<file path="src/rtl/sigmoid_backprop.sv">
// sigmoid_backprop: backward pass of the sigmoid activation.
// delta = g * a * (1 - a), with a = sigmoid(x) as unsigned Q8.8 and g, delta as signed Q8.8.
// A two-stage valid/ready pipeline that counts results and flags the last result of each layer.
//
// Handshake: a transfer happens on any rising edge where valid and ready are both high.
// A stage may load when it is empty, or when its content leaves on the same edge.
// in_ready is the only combinational path, and it comes from out_ready.
// Once out_valid is high, out_delta and out_last stay stable until the result is accepted.
module sigmoid_backprop #(
   parameter int LEN   = 16,
   parameter int CNT_W = 8
) (
   input  logic        clk,
   input  logic        rst,
   input  logic        in_valid,
   output logic        in_ready,
   input  logic [15:0] in_act,
   input  logic [15:0] in_grad,
   output logic        out_valid,
   input  logic        out_ready,
   output logic [15:0] out_delta,
   output logic        out_last
);

   localparam logic [CNT_W-1:0] LAST_CNT = CNT_W'(LEN - 1);

   logic              s1_valid_q, s1_valid_d;
   logic [6:0]        s1_dsig_q, s1_dsig_d;
   logic [15:0]       s1_grad_q, s1_grad_d;
   logic              s2_valid_q, s2_valid_d;
   logic [15:0]       delta_q, delta_d;
   logic [CNT_W-1:0]  cnt_q, cnt_d;

   logic              s1_en, s2_en, out_fire;
   logic [8:0]        act_c, one_minus;
   logic [17:0]       dsig_prod;
   logic [6:0]        dsig_new;
   logic [23:0]       grad_ext, prod, prod_rnd;
   logic [15:0]       delta_new;

   // Pipeline advance enables: a stage moves when it is empty or when its content leaves.
   always_comb begin
      s2_en    = !s2_valid_q || out_ready;
      s1_en    = !s1_valid_q || s2_en;
      out_fire = s2_valid_q && out_ready;
   end

   // Stage 1 math: clamp the activation to 1.0 and form a*(1-a), rounded to Q8.8 (0x00..0x40).
   always_comb begin
      act_c     = (in_act > 16'h0100) ? 9'h100 : in_act[8:0];
      one_minus = 9'h100 - act_c;
      dsig_prod = {9'd0, act_c} * {9'd0, one_minus};
      dsig_new  = 7'((dsig_prod + 18'h80) >> 8);
   end

   // Stage 2 math: g * dsig.
   // The gradient is sign-extended to 24 bits, so the low 24 product bits are the signed result.
   // Adding 0x80 before the shift rounds half toward +inf.
   // |delta| <= |g|/4, so bits [23:8] cannot overflow.
   always_comb begin
      grad_ext  = {{8{s1_grad_q[15]}}, s1_grad_q};
      prod      = grad_ext * {17'd0, s1_dsig_q};
      prod_rnd  = prod + 24'h80;
      delta_new = 16'(prod_rnd >> 8);
   end

   // Next-state logic for both stages and the per-layer result counter.
   always_comb begin
      s1_valid_d = s1_valid_q;
      s1_dsig_d  = s1_dsig_q;
      s1_grad_d  = s1_grad_q;
      s2_valid_d = s2_valid_q;
      delta_d    = delta_q;
      cnt_d      = cnt_q;
      if (s1_en) begin
         s1_valid_d = in_valid;
         if (in_valid) begin
            s1_dsig_d = dsig_new;
            s1_grad_d = in_grad;
         end
      end
      if (s2_en) begin
         s2_valid_d = s1_valid_q;
         if (s1_valid_q) begin
            delta_d = delta_new;
         end
      end
      if (out_fire) begin
         cnt_d = (cnt_q == LAST_CNT) ? '0 : cnt_q + CNT_W'(1);
      end
   end

   // State registers with synchronous reset; a reset discards both stages.
   always_ff @(posedge clk) begin
      if (rst) begin
         s1_valid_q <= 1'b0;
         s1_dsig_q  <= '0;
         s1_grad_q  <= '0;
         s2_valid_q <= 1'b0;
         delta_q    <= '0;
         cnt_q      <= '0;
      end else begin
         s1_valid_q <= s1_valid_d;
         s1_dsig_q  <= s1_dsig_d;
         s1_grad_q  <= s1_grad_d;
         s2_valid_q <= s2_valid_d;
         delta_q    <= delta_d;
         cnt_q      <= cnt_d;
      end
   end

   assign in_ready  = s1_en;
   assign out_valid = s2_valid_q;
   assign out_delta = delta_q;
   assign out_last  = s2_valid_q && (cnt_q == LAST_CNT);

endmodule

</file>
<file path="config.mk">
export PLATFORM = sky130hd
export DESIGN_NAME = sigmoid_backprop
export DESIGN_NICKNAME = d
export VERILOG_FILES = /design/src/rtl/sigmoid_backprop.sv
export SDC_FILE = /design/constraint.sdc
export NUM_CORES = 1
export LEC_CHECK = 0
export CAP_MARGIN = 15
export CORE_AREA = 3 3 122 124
export DETAILED_ROUTE_END_ITERATION = 10
export DIE_AREA = 0 0 125 127
export PLACE_DENSITY = 0.82
export SYNTH_ARGS = -nofsm -noshare
export SYNTH_HDL_FRONTEND = slang
export SYNTH_SLANG_ARGS = --single-unit
export TNS_END_PERCENT = 10
</file>
<file path="constraint.sdc">
create_clock -name clk -period 14.4 [get_ports clk]
set_clock_uncertainty 0.15 [all_clocks]
set_input_delay 3.6 -clock clk [delete_from_list [all_inputs] [get_ports clk]]
set_output_delay 3.6 -clock clk [all_outputs]
set_load 0.05 [all_outputs]
</file>
; After elaboration in Yosys (flattened, before gate mapping)
; Index checks and enable logic that the tools add are counted.
[classes]
n_addsub = 4
multipliers = 2
n_lt_le_gt_ge = 1
n_eq_ne = 1
muxes = 2
n_reduce_logical = 8
[op_table]
columns = cell, count
row1 = $add 24x8->24 const B, 1
row2 = $mul 16x8->24, 1
row3 = $gt 16x9->1 const B, 1
row4 = $add 15x8->15 const B, 1
row5 = $mul 9x9->15, 1
row6 = $mux 9, 1
row7 = $sub 9x9->9 const A, 1
row8 = $add 8x1->8 const B, 1
row9 = $eq 8x4->1 const B, 1
row10 = $mux 8, 1
row11 = $reduce_and 2->1, 2
row12 = $logic_and 1x1->1, 2
row13 = $logic_not 1->1, 2
row14 = $logic_or 1x1->1, 2
[totals]
register_bits = 49
inputBits = 36
out_inout_bits = 19
wordCells = 24

; Longest topological paths before layout
; Gate-level depths: netlist (run 1).
[logic_depth]
ltp_word = 5
mapped_depth = 26
depth_no_buf = 25

; Worst setup path before layout (run 1)
; OpenSTA, ideal clock, no wires.
[synth_timing]
path_kind = in2reg
start = input in_act[0]
end = register s1_dsig_q[5]
arrival_time_ps = 9751
t_required_ps = 14180
slack_ps = 4428
path_stages = 25
n_path_buf = 1
path_cell_list = or3_1 > nor4_1 > nand2_1 > a21oi_2 > buf_4 > nand2_2 > ha_1 > ha_1 > or2_2 > fa_1 > inv_1 > fa_1 > inv_1 > fa_1 > inv_1 > fa_1 > fa_1 > ha_1 > nor4_1 > nor3_1 > a21oi_2 > a21oi_1 > o21a_1 > or3_1 > a21oi_1
[synth_via]
elab_chain_len = 5
[synth_rtl]
columns = element, line
row1 = "start, declared", 17  ; input logic [15:0] in_act,
row2 = $gt 16x9->1, 50  ; act_c = (in_act > 16'h0100) ? 9'h100 : in_act[8:0];
row3 = $mux 9 *, 50
row4 = $sub 9x9->9, 51  ; one_minus = 9'h100 - act_c;
row5 = $mul 9x9->15 *, 52  ; dsig_prod = {9'd0, act_c} * {9'd0, one_minus};
row6 = $add 15x8->15 *, 53  ; dsig_new = 7'((dsig_prod + 18'h80) >> 8);
row7 = "end signal, assigned", 104  ; s1_dsig_q <= s1_dsig_d;
row8 = "end, declared", 28  ; logic [6:0] s1_dsig_q, s1_dsig_d;
; Mark *: on every way between the ends. The rest lies on a longest branch, timed or not.
; A chain may end at the register's enable or synchronous reset.

; Worst setup path after layout (run 1)
; Same ends and word-level chain as after synthesis.

==> impl_metrics.json, run 1 <==
{
  "final_util": 0.6565,
  "vias": 6186,
  "grt_max_degree": 41,
  "slew_headroom": 0.4317,
  "start_util": 0.5948,
  "hold_viol": 0,
  "final_nets": 1259,
  "end_kind": "flip-flop",
  "yosysWarnings": 0,
  "cts_tree": "yes",
  "cp_max_fo": 16,
  "place_area_sq_mm": 0.008962,
  "drt-initial-drc-count": 342,
  "rows": 43,
  "seq_area_frac_synth": 0.1188,
  "portBuffers": 54,
  "ys_top_cells_by_count": "184 x inv_1, 133 x fa_1, 101 x and2_1",
  "period_needed_ns": 10.99,
  "ys_seq_elements": 49,
  "syn-cell-area_sq_mm": 0.008257,
  "drt_pre_antenna_iters": 5,
  "coreArea_sq_mm": 0.01388,
  "setup_tns_ns": 0,
  "netlist.area_leader.share": 0.3225,
  "synthTopCellsByArea": "fa_1 32%, ha_1 15%, dfxtp_1 12%",
  "synth_ff_type": "dfxtp_1",
  "globalRouteTotalUtil": 0.2129,
  "grt_pass1_wl_mm": 28.39,
  "drv_cap": 0,
  "cts_made_buffers": 5,
  "ys_types": 57,
  "drc_errors": 0,
  "layout-drive-gt1-share": 0.03323,
  "die_h_microns": 127,
  "power.density_mw_per_mm2": 40.75,
  "busiest_layer": "met2",
  "swShare": 0.3265,
  "drt-total-wl_mm": 16.17,
  "antenna_left": 0,
  "ctsLongestPathBuffers": 2,
  "hold_class": "flip-flop to flip-flop",
  "postCtsResizedCells": 0,
  "post-route-period-util": 0.7630,
  "switchingPower_mw": 0.1212,
  "grtUsageMet2": 0.3692,
  "htreeDepth": 2,
  "p_seq_frac": 0.414,
  "synthCells": 945,
  "setup_viol": 0,
  "area_growth_pct": 10.37,
  "clock_latency_ns": 0.30,
  "synthArstFlopShare": 0,
  "worstPathRequired_ns": 14.47,
  "cts_setup_buffers": 0,
  "grt_use_met1": 0.2864,
  "grt_pass1_vias": 6347,
  "dpl.hpwl_mm": 13.43,
  "timing.fmax_mhz": 91.02,
  "nFillCells": 1152,
  "synth_top_area_cell": "fa_1",
  "combPwrFrac": 0.273,
  "outcome": "complete, no violations",
  "rrSetupSlack_ns": 9.15,
  "wl_per_cell_microns": 13.78,
  "grt_overflow": 0,
  "synth-edff-count": 0,
  "finalMaxSlewViolations": 0,
  "synth_most_common_cell": "inv_1",
  "die_area_sq_mm": 0.01588,
  "p_leak_nw": 4.580,
  "intPower_mw": 0.2501,
  "ctsHoldBuffers": 0,
  "cts_sinks": 49,
  "final_area_sq_mm": 0.009112,
  "worstPathArrival_ns": 11.06,
  "worstMarginPinSlew_ns": 0.8504,
  "grt.met3_usage": 0.02341,
  "grt_setup_unrepaired": "no",
  "die_w_microns": 125,
  "routabilityCongestion": 0.8999,
  "ir_drop_v": 0.00004275,
  "clock_power_share": 0.313,
  "crit_type": "input pin to flip-flop",
  "synth.avg_cell_area_sq_um": 8.737,
  "cp-start-kind": "input pin",
  "clk_pin_slew_ns": 0.06,
  "cts_root_buffer": "clkbuf_16",
  "antennaDiodeCount": 0,
  "ios": 55,
  "drt-vias-per-instance": 5.274,
  "antenna_found_initial": 0
}
==> cell usage in the layout (no fill, tap or decap), types with 6 or more instances in the layout <==
master             n
nand2_1           93
o21ai_0           13
inv_1            184
and3_1            11
xnor2_1           24
ha_1              98
clkdlybuf4s50_1   54
nand3_1            8
nor2_1            63
a21oi_1           42
or2_2             11
xor2_1             9
and2_1           101
fa_1             133
conb_1             6
dfxtp_1           49
nor3_1             8
==> power by group through the flow <==
stage / clock, mW / sequential [mW] / combinational, mW
floorplan: 0 / 0.157 / 0.0661
global placement: 0 / 0.156 / 0.0981
detailed placement: 0 / 0.156 / 0.101
CTS: 0.118 / 0.153 / 0.102
global route: 0.124 / 0.155 / 0.115
finish: 0.116 / 0.154 / 0.101
==> cells by family (layout without fill, tap and decap cells) <==
group	count (synthesis)	after routing	share of synthesized area
compound gates	97	97	0.07729
fa+ha+maj	231	231	0.4710
buf+inv	204	248	0.09365
other cells	2	6	0.0009096
mux	1	1	0.001212
simple gates	328	328	0.2022
flops	49	49	0.1188
xor+xnor	33	33	0.03501
==> critical path, stage by stage <==
cell and delay [ns]:
clkdlybuf4s50_1 0.46, or3_1 0.44, nor4_1 0.23, nand2_1 0.11, a21oi_2 0.48, nand2_1 0.30, ha_1 0.30, ha_1 0.38
or2_2 0.34, fa_1 0.50, inv_1 0.05, fa_1 0.49, inv_1 0.05, fa_1 0.47, inv_1 0.06, fa_1 0.52
fa_1 0.44, ha_1 0.36, nor3_1 0.08, nor3_1 0.38, a21oi_2 0.15, a21oi_1 0.28, nor3_1 0.07, or3_1 0.35
a21oi_1 0.15
==> registers in the layout (all words and copies together), names as in the netlist <==
| register | flops |
|---|---|
| out_delta | 16 |
| out_valid | 1 |
| s1_grad_q | 16 |
| cnt_q | 8 |
| s1_dsig_q | 7 |
| s1_valid_q | 1 |
==> routing by layer <==
layer | vias to the layer above | part of all wire
met2 | 120 | 0.51
met5 | - | 0
met1 | 3026 | 0.44
li1 | 3013 | -
met4 | 0 | 0.019
met3 | 27 | 0.032
==> per-stage QoR <==
step / std cells / power (mW) / hold slack (ns) / worst slack, ns
2_1_floorplan: 949 / 0.2232 / 0.3168 / 4.428
3_3_place_gp: 1164 / 0.2542 / 0.2875 / 3.492
3_5_place_dp: 1164 / 0.2575 / 0.2918 / 3.219
4_1_cts: 1172 / 0.3735 / 0.3029 / 3.514
5_1_grt: 1173 / 0.3939 / 0.3161 / 3.054
6_report: 1173 / 0.3713 / 0.2984 / 3.413
==> final timing paths <==
check	from	to	depth (start not counted)
setup / recovery	in_act[0]	s1_dsig_q[5]	25
hold / removal	out_delta[13]	out_delta[13]	2
setup reg to reg	s1_dsig_q[5]	out_delta[14]	15
hold reg to reg	out_delta[13]	out_delta[13]	2
==> cell type report <==
| cell class | instances | area [sq um] | share of cell area |
|---|---|---|---|
| timing repair buffer | 56 | 559.3 | 0.06138 |
| clock buffer | 6 | 128.9 | 0.01414 |
| inverter | 184 | 690.7 | 0.07579 |
| sequential | 49 | 980.9 | 0.1076 |
| clock inverter | 2 | 10.01 | 0.001098 |
| tap | 180 | 225.2 | 0.02472 |
| multi-input combinational | 696 | 6518 | 0.7152 |
(Power assumes the default switching activity.)
==> run 2, diff against run 1 <==
==> constraint.sdc (replaced) <==
create_clock -name clk -period 11 [get_ports clk]
set_clock_uncertainty 0.15 [all_clocks]
set_input_delay 2.75 -clock clk [delete_from_list [all_inputs] [get_ports clk]]
set_output_delay 2.75 -clock clk [all_outputs]
set_load 0.05 [all_outputs]
==> run 2 against run 1 <==
Against the previous run: die area did not move; sequential power rose by 31%; wire length rose by 1.6%; worst setup slack got worse by 2.5 ns; power rose by 40%; sequential cell count did not move; global-route usage rose by 0.29 points; critical path depth did not move; combinational power rose by 32%; critical endpoint unchanged; largest power group unchanged; highest routed layer unchanged.
==> impl_metrics.json, run 2 (synthesis gave the netlist of run 1 again) <==
{
  "reg2reg_depth": 16,
  "finalMaxSlewViolations": 0,
  "cts_setup_buffers": 0,
  "worstPathArrival_ns": 10.14,
  "worstMarginPinSlew_ns": 0.8701,
  "grt_pass1_vias": 6462,
  "layout-drive-gt1-share": 0.03424,
  "power.density_mw_per_mm2": 56.65,
  "routabilityCongestion": 0.8994,
  "drt_pre_antenna_iters": 5,
  "setup_viol": 0,
  "die_w_microns": 125,
  "rr_endpoint": "out_delta[13]",
  "cts_made_buffers": 5,
  "die_h_microns": 127,
  "timing.fmax_mhz": 99.31,
  "outcome": "complete, no violations",
  "ctsHoldBuffers": 0,
  "cts_sinks": 49,
  "period_needed_ns": 10.07,
  "antenna_left": 0,
  "final_cell_mix": "184 x inv_1, 133 x fa_1, 101 x and2_1, 98 x ha_1, 93 x nand2_1",
  "grt_max_degree": 41,
  "setup_tns_ns": 0,
  "cts_root_buffer": "clkbuf_16",
  "min_delay_path_depth": 2,
  "r2r_start": "s1_dsig_q[3]",
  "layout_commonest_cell": "inv_1",
  "ios": 55,
  "cp_max_fo": 16,
  "drv_cap": 0,
  "dp_cells": 1164,
  "cts_tree": "yes",
  "drc_errors": 0,
  "dpl.hpwl_mm": 13.48,
  "rows": 43,
  "coreArea_sq_mm": 0.01388,
  "ir_drop_v": 0.00008016,
  "crit_type": "input pin to flip-flop",
  "drt-total-wl_mm": 16.43,
  "rrSetupSlack_ns": 5.76,
  "drt-initial-drc-count": 304,
  "die_area_sq_mm": 0.01588,
  "crit_buf_inv": 4,
  "critPathTopFamily": "adder cells",
  "cp-start-kind": "input pin",
  "end_kind": "flip-flop",
  "worstPathRequired_ns": 11.07,
  "drt-vias-per-instance": 5.253,
  "instances_no_fill": 1173,
  "whs_endpoint": "out_delta[3]",
  "antennaDiodeCount": 0,
  "ctsLongestPathBuffers": 2,
  "hold_viol": 0,
  "grt_overflow": 0,
  "slew_headroom": 0.4186,
  "clock_latency_ns": 0.30,
  "hp-start": "out_delta[3]",
  "p_leak_nw": 4.592,
  "grt_pass1_wl_mm": 28.77,
  "vias": 6162,
  "grt_setup_unrepaired": "no",
  "postCtsResizedCells": 0,
  "nFillCells": 1131,
  "hold_class": "flip-flop to flip-flop",
  "cp_common_cell": "fa_1",
  "max_stage_delay_ns": 0.52,
  "portBuffers": 54,
  "critPathSlowestCell": "fa_1",
  "htreeDepth": 2,
  "globalRouteTotalUtil": 0.2158,
  "wl_per_cell_microns": 14.01,
  "post-route-period-util": 0.9154,
  "start_util": 0.5948,
  "antenna_found_initial": 0,
  "final_nets": 1259,
  "clk_pin_slew_ns": 0.07,
  "area_growth_pct": 10.82
}
[run 2: changes by cell type in the layout (fill, tap and decap cells not counted)]
cell	before	now
clkbuf_1	1	0
bufinv_16	0	1
clkinv_2	2	0
clkbuf_8	0	1
clkinvlp_4	0	1
[run 2: worst min-delay path, stage by stage (launching register included)]
cell     delay (ns)
dfxtp_1        0.31
nand2_1        0.05
a21oi_1        0.05
[run 2: where the power goes]
group	total [mW]	internal (mW)	switching [mW]	leakage, nW
logic	0.133	0.0582	0.0746	4.11
registers	0.201	0.185	0.0157	0.400
clock network	0.184	0.114	0.0708	0.0831
total	0.518	0.357	0.161	4.59
[run 2: worst max path at each step]
stage / end / slack [ns] / start / cells past startpoint
global placement: s1_dsig_q[5] / 0.94 / in_act[0] / 25
finish: s1_dsig_q[5] / 0.93 / in_act[0] / 25
CTS: s1_dsig_q[5] / 0.99 / in_act[0] / 25
global route: s1_dsig_q[6] / 0.52 / in_act[0] / 25
detailed placement: s1_dsig_q[5] / 0.71 / in_act[0] / 25
floorplan: s1_dsig_q[5] / 1.88 / in_act[0] / 25
[run 2: final cells by class]
type / count / area, sq um / share of cell area
Multi-Input combinational cell: 696 / 6518 / 0.7123
Sequential cell: 49 / 980.9 / 0.1072
Inverter: 184 / 690.7 / 0.07548
Timing Repair Buffer: 56 / 559.3 / 0.06112
Tap cell: 180 / 225.2 / 0.02461
Clock buffer: 6 / 138.9 / 0.01518
Clock inverter: 2 / 37.54 / 0.004102
[run 2: per-stage QoR]
| step | worst slack (ns) | utilization | hold WS, ns | area, sq um | total power [mW] |
|---|---|---|---|---|---|
| floorplan | 1.878 | - | 0.3168 | 8272 | 0.2922 |
| global placement | 0.9418 | 0.6457 | 0.2875 | 8962 | 0.3328 |
| detailed placement | 0.7088 | 0.6457 | 0.2918 | 8962 | 0.3371 |
| CTS | 0.9924 | 0.6584 | 0.3026 | 9139 | 0.5213 |
| global route | 0.5159 | 0.6592 | 0.3155 | 9150 | 0.5475 |
| finish | 0.9303 | 0.6592 | 0.3016 | 9150 | 0.5183 |
[run 2: routing by layer]
metal | share of wire | global-route usage
met2 | 0.51 | 0.3761
met5 | 0 | 0
met1 | 0.44 | 0.2859
met3 | 0.033 | 0.02508
met4 | 0.020 | 0.06378
